[config.mk]
export PLATFORM = sky130hd
export DESIGN_NAME = spi_slave_shifter
export DESIGN_NICKNAME = d
export VERILOG_FILES = /design/src/rtl/spi_slave_shifter.sv
export SDC_FILE = /design/constraint.sdc
export NUM_CORES = 1
export LEC_CHECK = 0
export ABC_AREA = 1
export BUFFER_PORTS_ARGS = -buffer_cell sky130_fd_sc_hd__buf_2
export CORE_ASPECT_RATIO = 0.75
export CORE_MARGIN = 2
export CORE_UTILIZATION = 40
export CTS_CLUSTER_DIAMETER = 150
export DETAILED_ROUTE_END_ITERATION = 10
export PLACE_DENSITY_LB_ADDON = 0.2
export SETUP_SLACK_MARGIN = 0.02
export SLEW_MARGIN = 25
export SYNTH_ARGS = -nofsm -noshare
export SYNTH_HDL_FRONTEND = slang
export SYNTH_SLANG_ARGS = --single-unit
[constraint.sdc]
create_clock -name clk -period 1.8 [get_ports clk]
set_input_delay 0.18 -clock clk [delete_from_list [all_inputs] [get_ports clk]]
set_output_delay 0.18 -clock clk [all_outputs]
set_load 0.01 [all_outputs]
[src/rtl/spi_slave_shifter.sv]
// rtl/spi_slave_shifter.sv - SPI slave serial front end between the SPI pins and the RX/TX FIFOs
module spi_slave_shifter #(
    parameter int               WIDTH       = 8,
    parameter int               CPOL        = 0,
    parameter int               CPHA        = 0,
    parameter int               LSB_FIRST   = 0,
    parameter int               SYNC_STAGES = 2,
    parameter logic [WIDTH-1:0] FILL_WORD   = '0
) (
    input  logic             clk,
    input  logic             rst,
    input  logic             sclk,
    input  logic             cs_n,
    input  logic             mosi,
    output logic             miso,
    output logic             miso_oe,
    output logic [WIDTH-1:0] rx_data,
    output logic             rx_wr_en,
    input  logic             rx_full,
    input  logic [WIDTH-1:0] tx_data,
    output logic             tx_rd_en,
    input  logic             tx_empty,
    output logic             rx_overrun,
    output logic             tx_underrun,
    output logic             frame_error,
    output logic             busy
);
    localparam int               CNT_W    = (WIDTH > 2) ? $clog2(WIDTH) : 1;
    localparam logic [CNT_W-1:0] LAST_BIT = CNT_W'(WIDTH - 1);
    localparam logic             IDLE_LVL = (CPOL != 0);

    typedef enum logic [1:0] {IDLE, FETCH, LOAD, XFER} state_t;
    state_t state, state_nxt;

    logic [SYNC_STAGES-1:0] sclk_sync, cs_sync, mosi_sync;
    logic                   sclk_d, cs_d;
    logic                   sclk_s, cs_s, mosi_s;
    logic [CNT_W-1:0]       bit_cnt;
    logic [WIDTH-1:0]       rx_sr, tx_sr, rx_word, load_word;
    logic                   use_fill, rx_done;
    logic                   lead_edge, trail_edge, sample_edge, shift_edge;
    logic                   cs_fall, do_sample, do_shift, word_done;

    assign sclk_s = sclk_sync[SYNC_STAGES-1];
    assign cs_s   = cs_sync[SYNC_STAGES-1];
    assign mosi_s = mosi_sync[SYNC_STAGES-1];

    assign lead_edge   = (sclk_d == IDLE_LVL) && (sclk_s != IDLE_LVL);
    assign trail_edge  = (sclk_d != IDLE_LVL) && (sclk_s == IDLE_LVL);
    assign sample_edge = (CPHA != 0) ? trail_edge : lead_edge;
    assign shift_edge  = (CPHA != 0) ? lead_edge : trail_edge;
    assign cs_fall     = cs_d && !cs_s;

    // A shift edge seen while the bit counter is zero belongs to the first bit
    // of a word, which LOAD has already placed on miso.
    assign do_sample = (state == XFER) && !cs_s && sample_edge;
    assign do_shift  = (state == XFER) && !cs_s && shift_edge && (bit_cnt != '0);
    assign word_done = do_sample && (bit_cnt == LAST_BIT);

    assign rx_word   = (LSB_FIRST != 0) ? {mosi_s, rx_sr[WIDTH-1:1]} : {rx_sr[WIDTH-2:0], mosi_s};
    assign load_word = use_fill ? FILL_WORD : tx_data;

    assign busy       = !cs_s;
    assign miso_oe    = !cs_s;
    assign rx_wr_en   = rx_done && !rx_full && !rst;
    assign rx_overrun = rx_done && rx_full && !rst;

    always_comb begin
        state_nxt   = state;
        tx_rd_en    = 1'b0;
        tx_underrun = 1'b0;
        frame_error = 1'b0;
        if (cs_s) begin
            state_nxt   = IDLE;
            frame_error = (state != IDLE) && (bit_cnt != '0);
        end else begin
            case (state)
                IDLE:    if (cs_fall) state_nxt = FETCH;
                FETCH: begin
                    state_nxt   = LOAD;
                    tx_rd_en    = !tx_empty;
                    tx_underrun = tx_empty;
                end
                LOAD:    state_nxt = XFER;
                XFER:    if (word_done) state_nxt = FETCH;
                default: state_nxt = IDLE;
            endcase
        end
        if (rst) begin
            tx_rd_en    = 1'b0;
            tx_underrun = 1'b0;
            frame_error = 1'b0;
        end
    end

    always_ff @(posedge clk) begin
        if (rst) begin
            sclk_sync <= {SYNC_STAGES{IDLE_LVL}};
            cs_sync   <= {SYNC_STAGES{1'b1}};
            mosi_sync <= '0;
            sclk_d    <= IDLE_LVL;
            cs_d      <= 1'b1;
            state     <= IDLE;
            bit_cnt   <= '0;
            rx_sr     <= '0;
            tx_sr     <= '0;
            rx_data   <= '0;
            rx_done   <= 1'b0;
            use_fill  <= 1'b0;
            miso      <= 1'b0;
        end else begin
            sclk_sync <= {sclk_sync[SYNC_STAGES-2:0], sclk};
            cs_sync   <= {cs_sync[SYNC_STAGES-2:0], cs_n};
            mosi_sync <= {mosi_sync[SYNC_STAGES-2:0], mosi};
            sclk_d    <= sclk_s;
            cs_d      <= cs_s;
            state     <= state_nxt;
            rx_done   <= word_done;

            if (cs_s) begin
                bit_cnt <= '0;
            end else if (do_sample) begin
                rx_sr   <= rx_word;
                bit_cnt <= word_done ? '0 : bit_cnt + CNT_W'(1);
                if (word_done) rx_data <= rx_word;
            end

            if (state == FETCH) use_fill <= tx_empty;

            if (state == LOAD && !cs_s) begin
                miso  <= (LSB_FIRST != 0) ? load_word[0] : load_word[WIDTH-1];
                tx_sr <= (LSB_FIRST != 0) ? (load_word >> 1) : (load_word << 1);
            end else if (do_shift) begin
                miso  <= (LSB_FIRST != 0) ? tx_sr[0] : tx_sr[WIDTH-1];
                tx_sr <= (LSB_FIRST != 0) ? (tx_sr >> 1) : (tx_sr << 1);
            end
        end
    end
endmodule

# ---- Yosys cells after proc, flatten, opt, wreduce, memory -nomap -nowiden
# Cells that the tools add are included.
dict set report totals {
  regBits 38
  in_bits 15
  output_inout_bits 16
  elab_cells 66
}
dict set report op_classes {
  n_addsub 1
  eq_ne 6
  muxes 17
  bitwise_logic 3
  n_reduce_logical 26
}
# op count
set ops {}
lappend ops {{$mux W8} 3}
lappend ops {{$logic_and A1 B1 Y1} 14}
lappend ops {{$mux W1} 10}
lappend ops {{$pmux W2 S4} 1}
lappend ops {{$eq A2 B2 Y1 const B} 2}
lappend ops {{$logic_not A1 Y1} 4}
lappend ops {{$mux W2} 2}
lappend ops {{$ne A2 B2 Y1 const B} 2}
lappend ops {{$reduce_and A2 Y1} 2}
lappend ops {{$reduce_bool A2 Y1} 2}
lappend ops {{$add A3 B1 Y3 const B} 1}
lappend ops {{$eq A3 B3 Y1 const B} 1}
lappend ops {{$mux W3} 1}
lappend ops {{$not A1 Y1} 3}
lappend ops {{$reduce_and A3 Y1} 1}
lappend ops {{$reduce_bool A3 Y1} 1}
lappend ops {{$eq A2 B1 Y1 const B} 1}
lappend ops {{$logic_not A2 Y1} 1}
lappend ops {{$reduce_or A2 Y1} 1}

# ---- Logic depth before layout (Yosys ltp)
dict set report depth {
  depth_word 6
  ltp_mapped 9
  mapped_depth_nobuf 9
}

# ---- Least setup slack after synthesis
# Ideal clock, no wire load.
dict set report synth_timing {
  path_kind {register to register}
  start {register bit_cnt[0]}
  end {register state[1]}
  arrival_ps 1177
  t_required_ps 1687
  setup_slack_ps 510
  path_stages_with_launch 10
  n_path_buf 1
  path_cell_list {dfxtp_1 -> ha_1 -> ha_1 -> buf_2 -> nand3_4 -> nand2_2 -> nand2_2 -> nand2_1 -> nand2_1 -> nor2_1}
}
dict set report synth_between {
  elab_chain_cells 4
}
# element line_no
set synth_rtl {}
lappend synth_rtl {{from (decl)} 38} ;# logic [CNT_W-1:0] bit_cnt;
lappend synth_rtl {{from (signal assigned)} 124} ;# bit_cnt <= word_done ? '0 : bit_cnt + CNT_W'(1);
lappend synth_rtl {{$eq A3 B3 Y1} 58} ;# assign word_done = do_sample && (bit_cnt == LAST_BIT);
lappend synth_rtl {{$logic_and A1 B1 Y1} 58}
lappend synth_rtl {{$ne A2 B2 Y1 (no source line)} --}
lappend synth_rtl {{$reduce_and A2 Y1 (no source line)} --}
lappend synth_rtl {{to (signal assigned)} 117} ;# state <= state_nxt;
lappend synth_rtl {{to (decl)} 33} ;# state_t state, state_nxt;
# Every way passes these cells.
# A chain may end at the register's enable or synchronous reset.

# ---- Worst setup path after layout
dict set report layout_timing {
  start {register state[0]}
  end {register rx_data[2]}
}
dict set report layout_between {
  elab_chain_cells 5
}
# element line_no
set layout_rtl {}
lappend layout_rtl {{$eq A2 B2 Y1 (*)} 56} ;# assign do_sample = (state == XFER) && !cs_s && sample_edge;
lappend layout_rtl {{$logic_and A1 B1 Y1 (*) (2 in series)} 56}
lappend layout_rtl {{$logic_and A1 B1 Y1} 58}
lappend layout_rtl {{$reduce_and A3 Y1 (no source line) (*)} --}
lappend layout_rtl {{to (signal assigned)} 125} ;# if (word_done) rx_data <= rx_word;
lappend layout_rtl {{to (decl)} 17} ;# output logic [WIDTH-1:0] rx_data,
# Mark *: on every way between the ends. The rest lies on a longest branch, timed or not.

==> results.txt <==
The flow ran to the end, and the final reports show no timing, DRC or antenna violations. The post-synthesis net count is between 200 and 250. The repair_antennas step left the layout with diodes totalling 0. The H-tree depth is 2. The buffer count from post-CTS setup fixing is 0. In the synthesized netlist the dominant register cell turns out to be sky130_fd_sc_hd__dfxtp_1. The area growth from synthesis to layout came out at 15.0%. The last weighted congestion value of the routability-driven placer came out at 0.721. The floorplan die area is between 4000 and 5000 um2. The layout has 441 filler cells.

Ranked by total cell area, the synthesized netlist is headed by sky130_fd_sc_hd__dfxtp_1 45%, sky130_fd_sc_hd__nor2_1 9.5%, sky130_fd_sc_hd__nand2_1 9.0%. After synthesis, the share of flip-flops with an asynchronous set or reset is 0%. The critical path is of the reg -> reg type. The share of the yosys chip area belonging to registers came out at 44.6%.

The utilization after layout is between 40% and 50%. The effective utilization at floorplan came out at 41.8%. For the finished layout, the period the worst path requires is 1520 ps. The largest fanout on the critical path is 14. The average wire per cell in the routed design came out at 10.4 um. The library cell used most frequently in the layout, excluding fill and tap cells, is sky130_fd_sc_hd__nor2_1. The post-synthesis register bit count came out at 38. The number of instances resized during post-cts repair came out at 0. The antenna violation net count after detailed routing came out at 0.

The setup violation total in the final timing report is 0. The via count of the routed design came out at 1336. The final instance area is 1960 um2. The clock latency on the worst-skew pair is 290 ps. The data required time at the worst endpoint is about 2000 ps. The worst supply voltage drop on vdd is roughly 0.35 mV.

After detailed routing, the number of remaining DRC violations is 0. Synthesis instantiated 28 different standard cells from the library. In this run the power density over the cells is ~740 nW/um2. The count of final hold-check violations was 0. The post-synthesis cell area is 1710 um2. For this run, the detailed router's first-pass iteration total came to 4.

For this design, the sink count on the clock tree is 38. STA classifies the critical path endpoint as a register. The die span in y came out at 60.5 um. The count of routing violations after the opening detailed-route iteration is 63.

The number of buffers on the longest clock path is 2. For the worst setup path, the data arrival time is 1750 ps. The mean post-synth cell area is 7.86 um2. The floorplan step defined a core boundary enclosing 4080 um2. For this design the static power due to leakage is around 0.00095 uW. The transition at the pin with the smallest max-transition slack is ~340 ps.

The fraction of layout cells with a size suffix above 1 came out at a little over a quarter. The post-DP HPWL came out at between 2000 and 2500 um. The total global-route track usage is between 10 and 15%. The number of antenna violations at the first check in global routing came out at 0.

The number of placed instances with taps included came out at 296. The max-slew violation count came to 0. Headroom to the max-slew limit came out at between 70 and 80%.

The total congestion overflow came out at 0. The root buffer cell chosen for the clock tree is sky130_fd_sc_hd__clkbuf_8. Setup repair after global routing left no endpoint under its margin.

The total of buffers placed on input and output ports is 30. Max-cap violations in this run came to 0. The share of the cycle needed by the critical path after routing came out at 84.5%.

Of all cell types, the one taking the most synthesized area is sky130_fd_sc_hd__dfxtp_1. Hold repair after CTS inserted 0 buffers. The clock-pin slew of the registers on the worst-case setup and hold paths came out at 70 ps. The post-route non-filler standard cell count came out at 303.

The share of the synthesized area in the top cell type came out at 44.6%. The final clock skew came out at just over 4 ps. The number of buffers created by CTS is 5. The highest clock frequency the design can meet came out at 658 MHz.

Synthesis handed over a netlist of about 220 instances. TritonCTS built the clock tree. In this run the count of I/O pins placed on the die edge is 31. The library cells used most frequently in the layout, excluding fill and tap cells, are 43 x sky130_fd_sc_hd__nor2_1, 41 x sky130_fd_sc_hd__nand2_1, 38 x sky130_fd_sc_hd__dfxtp_1, 30 x sky130_fd_sc_hd__buf_2, 16 x sky130_fd_sc_hd__inv_1. Summed over all layers, the routed wires come to 3140 um.

The width of the die came out at 79.4 um. In this run the cell area measured after placement is 1880 um2. The via count of the first global-routing pass came to 1212. Row generation in the floorplan step produced 20 rows. The post-detailed-route via-to-cell ratio came out at between 4 and 5.

The aggregate negative setup slack came out at 0 ps. The class of the tightest hold or removal check is in -> reg. The number of warning messages in the yosys log is 0. The pin count of the biggest net entering global routing came out at 22.

The final layout contains 270 nets. The first global-routing pass estimated approximately 5400 um of wire. Counting flops with a built-in enable in the synthesized netlist gives 0.

The worst setup path is launched from a register.
## critical path, cell delays in order (launching register included)
cell and delay (ps):
sky130_fd_sc_hd__dfxtp_1 370, sky130_fd_sc_hd__ha_1 190, sky130_fd_sc_hd__inv_1 70, sky130_fd_sc_hd__nor2_4 170, sky130_fd_sc_hd__nand2_4 150, sky130_fd_sc_hd__clkinv_2 180
sky130_fd_sc_hd__nand3_1 110, sky130_fd_sc_hd__inv_2 110, sky130_fd_sc_hd__nand2_1 50, sky130_fd_sc_hd__nand2_1 60
## layout make-up
type	instances	area (um2)	area share (%)
inverter	25	97.6	4.98
clock inverter	2	10.0	0.511
sequential	38	761	38.8
timing repair buffer	32	165	8.42
multi-input combinational	146	790	40.3
tap	55	68.8	3.51
clock buffer	5	68.8	3.51
## registers in the layout, indices dropped and copies added (netlist names), 2 cells and up
register	flops
rx_data	8
tx_sr	7
sclk_sync	2
bit_cnt	3
state	2
mosi_sync	2
rx_sr	7
cs_sync	2
## worst paths after layout
path                                   start      endpoint  slack (ps)  cells past startpoint
worst max register to register      state[0]    rx_data[2]         280                      9
worst min-delay path                    cs_n    cs_sync[0]          70                      2
worst min register to register  sclk_sync[0]  sclk_sync[1]         400                      2
worst max-delay path                state[0]    rx_data[2]         280                      9
## metal layers
layer / vias to the layer above / GRT usage (%) / share of wire, % / routed length (um)
met5: - / 0 / 0 / 0
met4: 0 / 7.39 / 1.8 / 55
met3: 7 / 4.17 / 5.5 / 172
met2: 28 / 22.9 / 40 / 1270
met1: 568 / 19.4 / 52 / 1640
li1: 733 / - / - / -
## synth_stat cells (3+ instances only)
master / n
sky130_fd_sc_hd__a21oi_1: 7
sky130_fd_sc_hd__a21oi_2: 3
sky130_fd_sc_hd__buf_6: 3
sky130_fd_sc_hd__clkbuf_1: 3
sky130_fd_sc_hd__dfxtp_1: 38
sky130_fd_sc_hd__ha_1: 7
sky130_fd_sc_hd__inv_1: 16
sky130_fd_sc_hd__inv_2: 7
sky130_fd_sc_hd__nand2_1: 41
sky130_fd_sc_hd__nand2_2: 3
sky130_fd_sc_hd__nand2_4: 3
sky130_fd_sc_hd__nand3_1: 13
sky130_fd_sc_hd__nand3_2: 3
sky130_fd_sc_hd__nor2_1: 43
sky130_fd_sc_hd__o21ai_0: 4
sky130_fd_sc_hd__o21ai_1: 8
## metrics by stage
step	setup slack, ps	hold WS, ps	total power (uW)
floorplan	510	242	904
global placement	346	368	928
detailed placement	285	364	929
CTS	258	62.7	1480
global route	160	91.8	1520
finish	280	72.8	1450
## power by group
part	leakage, uW	total [uW]	switching [uW]	internal (uW)
logic	0.000599	55.7	34.0	21.7
registers	0.000308	853	4.46	848
clock network	0.0000438	543	284	260
total	0.000950	1450	322	1130
## cells by family after synthesis
group                    Yosys count  share of synthesized area (%)
AND/OR/NAND/NOR                  115                           32.6
AO/OA/AOI/OAI                     24                           8.58
adder cells (fa/ha/maj)            7                           5.14
buffers and inverters             33                           9.10
flip-flops                        38                           44.6
Power figures use the tool's default switching activity.
